### config.mk
export PLATFORM = sky130hd
export DESIGN_NAME = sd_spi_sequencer
export DESIGN_NICKNAME = d
export VERILOG_FILES = /design/src/rtl/sd_spi_sequencer.sv
export SDC_FILE = /design/constraint.sdc
export NUM_CORES = 1
export LEC_CHECK = 0
export ABC_AREA = 1
export CORE_MARGIN = 2
export CORE_UTILIZATION = 30
export CTS_CLUSTER_SIZE = 14
export DETAILED_ROUTE_END_ITERATION = 8
export GPL_ROUTABILITY_DRIVEN = 0
export PLACE_DENSITY = 0.55
export SLEW_MARGIN = 20
export SYNTH_ARGS = -nofsm -noshare
export SYNTH_HDL_FRONTEND = slang
export SYNTH_SLANG_ARGS = --single-unit
### constraint.sdc
create_clock -name clk -period 2.4 [get_ports clk]
set_input_delay 0.6 -clock clk [delete_from_list [all_inputs] [get_ports clk]]
set_output_delay 0.6 -clock clk [all_outputs]
set_load 0.1 [all_outputs]
### src/rtl/sd_spi_sequencer.sv
// SD card SPI-mode sequencer: power-up clocks, CMD0/CMD8/CMD55/ACMD41 init,
// then single-block CMD17 reads streamed one byte at a time, with coded errors.
module sd_spi_sequencer #(
  parameter int PWRUP_BYTES    = 10,
  parameter int RESP_TIMEOUT   = 8,
  parameter int ACMD41_RETRIES = 1000,
  parameter int TOKEN_TIMEOUT  = 4096
) (
  input  logic        clk,
  input  logic        rst,
  input  logic        start_init,
  output logic        init_done,
  input  logic        read_req,
  input  logic [31:0] read_addr,
  output logic        read_busy,
  output logic [7:0]  data_out,
  output logic        data_valid,
  output logic        read_done,
  output logic        error,
  output logic [3:0]  error_code,
  output logic        spi_start,
  output logic [7:0]  spi_data_in,
  input  logic [7:0]  spi_data_out,
  input  logic        spi_busy,
  input  logic        spi_new_data,
  output logic        ss
);

  typedef enum logic [3:0] {
    S_IDLE, S_PWRUP, S_CMD0, S_CMD8, S_CMD55, S_ACMD41, S_READY,
    S_CMD17, S_TOKEN, S_DATA, S_CRC, S_ERROR
  } state_t;

  typedef enum logic [1:0] {PH_FRAME, PH_RESP, PH_TAIL} phase_t;

  state_t      state, state_n;
  phase_t      phase, phase_n;
  logic [15:0] cnt, cnt_n, cnt_inc;
  logic [9:0]  data_cnt, data_cnt_n;
  logic [15:0] retry, retry_n, retry_inc;
  logic [31:0] addr, addr_n;
  logic        wait_rx, wait_rx_n;
  logic        spi_start_n, data_valid_n, read_done_n;
  logic        init_done_n, error_n, read_busy_n, ss_n;
  logic [7:0]  spi_data_in_n, data_out_n, tx_byte;
  logic [3:0]  error_code_n, fail_code;
  logic        fail, is_cmd;
  logic [5:0]  cmd_idx;
  logic [31:0] cmd_arg;
  logic [7:0]  cmd_crc;

  assign is_cmd = state inside {S_CMD0, S_CMD8, S_CMD55, S_ACMD41, S_CMD17};

  // Outgoing byte: command frame bytes while framing, otherwise 0xFF filler.
  always_comb begin
    cmd_idx = 6'd0;
    cmd_arg = 32'd0;
    cmd_crc = 8'h01;
    case (state)
      S_CMD0:   cmd_crc = 8'h95;
      S_CMD8:   begin cmd_idx = 6'd8;  cmd_arg = 32'h0000_01AA; cmd_crc = 8'h87; end
      S_CMD55:  cmd_idx = 6'd55;
      S_ACMD41: begin cmd_idx = 6'd41; cmd_arg = 32'h4000_0000; end
      S_CMD17:  begin cmd_idx = 6'd17; cmd_arg = addr; end
      default:  ;
    endcase
    tx_byte = 8'hFF;
    if (is_cmd && phase == PH_FRAME) begin
      case (cnt[2:0])
        3'd0:    tx_byte = {2'b01, cmd_idx};
        3'd1:    tx_byte = cmd_arg[31:24];
        3'd2:    tx_byte = cmd_arg[23:16];
        3'd3:    tx_byte = cmd_arg[15:8];
        3'd4:    tx_byte = cmd_arg[7:0];
        3'd5:    tx_byte = cmd_crc;
        default: tx_byte = 8'hFF;
      endcase
    end
  end

  always_comb begin
    // NOTE: every variable is given its hold value first, so no path through this block infers a latch.
    state_n       = state;
    phase_n       = phase;
    cnt_n         = cnt;
    data_cnt_n    = data_cnt;
    retry_n       = retry;
    addr_n        = addr;
    wait_rx_n     = wait_rx;
    spi_start_n   = 1'b0;
    spi_data_in_n = spi_data_in;
    data_out_n    = data_out;
    data_valid_n  = 1'b0;
    read_done_n   = 1'b0;
    error_code_n  = error_code;
    fail          = 1'b0;
    fail_code     = 4'd0;
    cnt_inc       = cnt + 16'd1;
    retry_inc     = retry + 16'd1;

    if (start_init && state inside {S_IDLE, S_READY, S_ERROR}) begin
      state_n      = S_PWRUP;
      phase_n      = PH_FRAME;
      cnt_n        = 16'd0;
      retry_n      = 16'd0;
      error_code_n = 4'd0;
    end else if (read_req && state == S_READY) begin
      state_n = S_CMD17;
      phase_n = PH_FRAME;
      cnt_n   = 16'd0;
      addr_n  = read_addr;
    end else if (!(state inside {S_IDLE, S_READY, S_ERROR})) begin
      if (!wait_rx) begin
        if (!spi_busy) begin
          spi_start_n   = 1'b1;
          spi_data_in_n = tx_byte;
          wait_rx_n     = 1'b1;
        end
      end else if (spi_new_data) begin
        wait_rx_n = 1'b0;
        case (state)
          S_PWRUP:
            if (cnt == 16'(PWRUP_BYTES - 1)) begin
              state_n = S_CMD0; phase_n = PH_FRAME; cnt_n = 16'd0;
            end else cnt_n = cnt_inc;
          S_TOKEN:
            if (spi_data_out == 8'hFE) begin
              state_n = S_DATA; data_cnt_n = 10'd0;
            end else if (spi_data_out[7:4] == 4'h0 && spi_data_out != 8'h00) begin
              fail = 1'b1; fail_code = 4'd7;
            end else if (cnt == 16'(TOKEN_TIMEOUT - 1)) begin
              fail = 1'b1; fail_code = 4'd6;
            end else cnt_n = cnt_inc;
          S_DATA: begin
            data_out_n   = spi_data_out;
            data_valid_n = 1'b1;
            if (data_cnt == 10'd511) begin
              state_n = S_CRC; phase_n = PH_RESP; cnt_n = 16'd0;
            end else data_cnt_n = data_cnt + 10'd1;
          end
          S_CRC:
            // Two CRC bytes with ss low, then one trailing filler byte with ss high.
            if (phase == PH_TAIL) begin
              state_n = S_READY; read_done_n = 1'b1;
            end else if (cnt == 16'd1) phase_n = PH_TAIL;
            else cnt_n = cnt_inc;
          default:
            if (phase == PH_FRAME) begin
              if (cnt == 16'd5) begin phase_n = PH_RESP; cnt_n = 16'd0; end
              else cnt_n = cnt_inc;
            end else if (phase == PH_TAIL) begin
              if (cnt == 16'd3) begin
                if (spi_data_out == 8'hAA) begin
                  state_n = S_CMD55; phase_n = PH_FRAME; cnt_n = 16'd0;
                end else begin fail = 1'b1; fail_code = 4'd2; end
              end else cnt_n = cnt_inc;
            end else if (spi_data_out[7]) begin
              if (cnt == 16'(RESP_TIMEOUT - 1)) begin fail = 1'b1; fail_code = 4'd8; end
              else cnt_n = cnt_inc;
            end else begin
              phase_n = PH_FRAME;
              cnt_n   = 16'd0;
              case (state)
                S_CMD0:
                  if (spi_data_out == 8'h01) state_n = S_CMD8;
                  else begin fail = 1'b1; fail_code = 4'd1; end
                S_CMD8:
                  if (spi_data_out == 8'h01) phase_n = PH_TAIL;
                  else begin fail = 1'b1; fail_code = 4'd2; end
                S_CMD55:
                  if (spi_data_out == 8'h00 || spi_data_out == 8'h01) state_n = S_ACMD41;
                  else begin fail = 1'b1; fail_code = 4'd4; end
                S_ACMD41:
                  if (spi_data_out == 8'h00) state_n = S_READY;
                  else if (spi_data_out != 8'h01) begin fail = 1'b1; fail_code = 4'd4; end
                  else if (retry_inc == 16'(ACMD41_RETRIES)) begin fail = 1'b1; fail_code = 4'd3; end
                  else begin retry_n = retry_inc; state_n = S_CMD55; end
                S_CMD17:
                  if (spi_data_out == 8'h00) state_n = S_TOKEN;
                  else begin fail = 1'b1; fail_code = 4'd5; end
                default: ;
              endcase
            end
        endcase
      end
    end

    if (fail) begin
      state_n      = S_ERROR;
      error_code_n = fail_code;
    end

    // Status levels follow the next state, so they change only between byte exchanges.
    init_done_n = (state_n == S_READY);
    error_n     = (state_n == S_ERROR);
    read_busy_n = state_n inside {S_CMD17, S_TOKEN, S_DATA, S_CRC};
    case (state_n)
      S_CMD0, S_CMD8, S_CMD55, S_ACMD41, S_CMD17, S_TOKEN, S_DATA: ss_n = 1'b0;
      S_CRC:   ss_n = (phase_n == PH_TAIL);
      default: ss_n = 1'b1;
    endcase
  end

  // NOTE: state registers use non-blocking assignments so every flop samples pre-edge values.
  always_ff @(posedge clk or negedge rst) begin
    if (!rst) begin
      state       <= S_IDLE;
      phase       <= PH_FRAME;
      cnt         <= 16'd0;
      data_cnt    <= 10'd0;
      retry       <= 16'd0;
      addr        <= 32'd0;
      wait_rx     <= 1'b0;
      spi_start   <= 1'b0;
      spi_data_in <= 8'hFF;
      data_out    <= 8'h00;
      data_valid  <= 1'b0;
      read_done   <= 1'b0;
      error_code  <= 4'd0;
      init_done   <= 1'b0;
      error       <= 1'b0;
      read_busy   <= 1'b0;
      ss          <= 1'b1;
    end else begin
      state       <= state_n;
      phase       <= phase_n;
      cnt         <= cnt_n;
      data_cnt    <= data_cnt_n;
      retry       <= retry_n;
      addr        <= addr_n;
      wait_rx     <= wait_rx_n;
      spi_start   <= spi_start_n;
      spi_data_in <= spi_data_in_n;
      data_out    <= data_out_n;
      data_valid  <= data_valid_n;
      read_done   <= read_done_n;
      error_code  <= error_code_n;
      init_done   <= init_done_n;
      error       <= error_n;
      read_busy   <= read_busy_n;
      ss          <= ss_n;
    end
  end

endmodule

==> flow_metrics.tcl <==
set metrics [dict create \
    cp-end-kind "flip-flop" \
    yosys.area.top_type "dfrtp_1" \
    gr-usage-met1_pct 23.7 \
    clk_pin_slew_ps 80 \
    initial_core_util_pct 30.4 \
    grt_pass1_wl_um 30800 \
    final_area_um2 9490 \
    hold_violations 0 \
    min_path_type "in -> async" \
    area_growth_pct 50.0 \
    cts.sinks 108 \
    numCtsBuffers 9 \
    ioPinCount 73 \
    clock_latency_ps 370 \
    clock_tree.root_cell "clkbuf_16" \
    yosysWarnings 0 \
    cts_tree "yes" \
    place_area_um2 8270 \
    critPathArrivalTime_ps 2840 \
    startpoint_type "flip-flop" \
    synth_commonest_cells "nand2_1, nor2_1, inv_1, dfrtp_1, a21oi_1" \
    fp.dieArea_um2 22300 \
    period_share_pct 106 \
    grt_busiest_layer "met2" \
    finalWorstSetupSlack_ps -138 \
    timing.rr.end "ss" \
    fp.dieH_um 149 \
    ys_async_sr_fraction_pct 100 \
    cpPeakStageDelay_ps 420 \
    power_frac_comb_pct 58.6 \
    h-tree-depth 3 \
    route.detailed.drc 0 \
    grt_setup_unrepaired "true" \
    worstReg2RegStart "retry[0]" \
    synthFlopType "dfrtp_1" \
    postRouteAntennaNets 0 \
    place_ws_ps -578 \
    p_int_w 0.00542 \
    ys_top_cells_by_area "dfrtp_1, nand2_1, nor2_1" \
    totalWireLength_um 19300 \
    multi_input_area_um2 3550 \
    antenna_found_initial 0 \
    violations "setup timing" \
    max-cap-violations 0 \
    drt_pass1_iterations 5 \
    slew_violations 0 \
    power.density_nw_per_um2 1110 \
    grtUsageMet2_pct 28.0 \
    fmax_mhz 394 \
    synth_top_area_share_pct 39.2 \
    setup_violations 14 \
    routedWlPerCell_um 14.1 \
    min_period_ps 2540 \
    port_buffers 72 \
    via_per_inst 4.79 \
    ir_worst_vdd_mv 0.504 \
    cp_common_cell "nand2_1" \
    seqCellArea_um2 2720 \
    cp_cell_sequence "ha_4 > nand2_4 > nor2_4 > nand2_1 > nand2_1 > nand2_2 > inv_2 > nand2_1 > nor2_1 > nand3_2 > o21bai_1 > nand2_1 > nand2_1 > nand2_1 > nand2_1 > nand2_1 > nand2_2 > nand3_4 > buf_12 > nand2_8 > inv_6 > a21oi_2 > nand2_1 > nand3_1" \
    first_iter_violations 456 \
    pwr-share-seq_pct 25.9 \
    synth_edf_count 0 \
    die_w_um 149 \
    skew_ps 9.60 \
    rows 53 \
    worst_pin_slew_ps 427 \
    relSlewSlack_pct 71.2 \
    critical_path_class "reg -> reg" \
    hold_slack_ps 176 \
    power_leakage_nw 4.52 \
    yosysMostFrequentCell "nand2_1" \
    grt_use_met3_pct 2.78 \
    p_sw_share_pct 48.7 \
    diodes 0 \
    required_ps 2700 \
    holdBufCountCts 0 \
    drive_gt1_share_pct 34.5 \
    grt_usage_pct 17.3 \
    nFillCells 2105 \
    synth_cell_types 47 \
    worstRegToRegCells 24 \
    critPathMaxFanout 4 \
    switching_power_w 0.00515 \
    dp_hpwl_um 14300 \
    power.share.clock_pct 15.5 \
    clockBufferDepth 2 \
    synth_area_per_cell_um2 7.44 \
    slowest_stage "dfrtp_1" \
    gr-total-overflow 0 \
    grt_pass1_vias 6252 \
    synth_nets 903 \
    nets 1138 \
    synth_cells 850 \
    status "finished with violations" \
    rrSetupSlack_ps -140 \
    grt_max_degree 48 \
    ys_ff_latch 108 \
    vias 6534 \
    core-area_um2 20800 \
    netlist_area_um2 6320 \
    ys_seq_area_share_pct 42.9 \
]
power groups by stage:
stage                     clock [W]  sequential (W)  combinational (W)
after detailed placement          0         0.00275            0.00535
after floorplan                   0         0.00403            0.00227
after global placement            0         0.00275            0.00534
after CTS                   0.00168         0.00272            0.00558
after global routing        0.00176         0.00281            0.00670
final                       0.00164         0.00274            0.00619
state kept, by name, indices dropped and copies added (netlist names), 4 cells and up:
register     cells
state            4
retry           16
data_out         8
addr            32
spi_data_in      8
data_cnt        10
cnt             16
error_code       4
layout make-up:
class                           instances  area share, %
Multi-Input combinational cell        602           37.4
Sequential cell                       108           28.7
Timing Repair Buffer                  239           21.7
Inverter                              125           5.16
Tap cell                              275           3.63
Clock buffer                            9           2.37
Clock inverter                          7           1.08
cell usage in the layout, fill, tap and decap left out, types with 21 or more instances in the layout:
cell	instances
buf_4	169
nand2_1	157
nor2_1	105
inv_1	99
dfrtp_1	94
a21oi_1	44
nand3_1	38
o21ai_0	36
clkdlybuf4s50_1	36
inv_2	21
nand4_1	21
metal layers:
| metal | wire length (um) | vias to the layer above |
|---|---|---|
| met5 | 0 | - |
| met2 | 9220 | 144 |
| li1 | - | 3263 |
| met1 | 8940 | 3092 |
| met3 | 721 | 35 |
| met4 | 401 | 0 |
worst max path at each step:
stage          cells after the start  slack [ps]          end             from
3_3_place_gp                      19        -500  data_cnt[9]  spi_data_out[1]
5_1_grt                           22        -380           ss         retry[0]
3_5_place_dp                      19        -580  data_cnt[9]  spi_data_out[1]
2_1_floorplan                     17          60  data_cnt[9]  spi_data_out[1]
6_report                          24        -140           ss         retry[0]
4_1_cts                           24        -100           ss         retry[1]
critical path, delay by kind of cell (launching register included):
family / cells / cell delay [ps]
flip-flops: 1 / 420
adder cells (fa/ha/maj): 1 / 200
AO/OA/AOI/OAI: 2 / 230
buffers and inverters: 3 / 270
AND/OR/NAND/NOR: 18 / 1360
stage by stage:
| stage | total power (W) | setup TNS, ps | utilization [%] | std cells |
|---|---|---|---|---|
| finish | 0.0106 | -1040 | 45.6 | 1365 |
| global route | 0.0113 | -4930 | 45.6 | 1365 |
| CTS | 0.00998 | -693 | 42.6 | 1347 |
| detailed placement | 0.00810 | -16480 | 39.7 | 1312 |
| global placement | 0.00809 | -15560 | 39.7 | 1312 |
| floorplan | 0.00630 | 0 | - | 850 |
cells by family (layout without fill, tap and decap cells):
kind of cell | count (synthesis) | in the layout | synth area share (%)
AO/OA/AOI/OAI | 134 | 134 | 11.8
XOR/XNOR | 6 | 6 | 0.831
adder cells (fa/ha/maj) | 7 | 7 | 1.38
buffers and inverters | 140 | 380 | 8.77
flip-flops | 108 | 108 | 42.9
multiplexers | 19 | 19 | 3.38
AND/OR/NAND/NOR | 436 | 436 | 31.0
repair_timing:
| item | 4_1_cts | 5_1_grt |
|---|---|---|
| buffers inserted | 20 | 27 |
| endpoints found under the setup margin | 34 | 51 |
| pin swaps | 15 | 48 |
| endpoints found under the hold margin | 0 | 0 |
| gates resized for setup | 47 | 131 |
(Power assumes the default switching activity.)
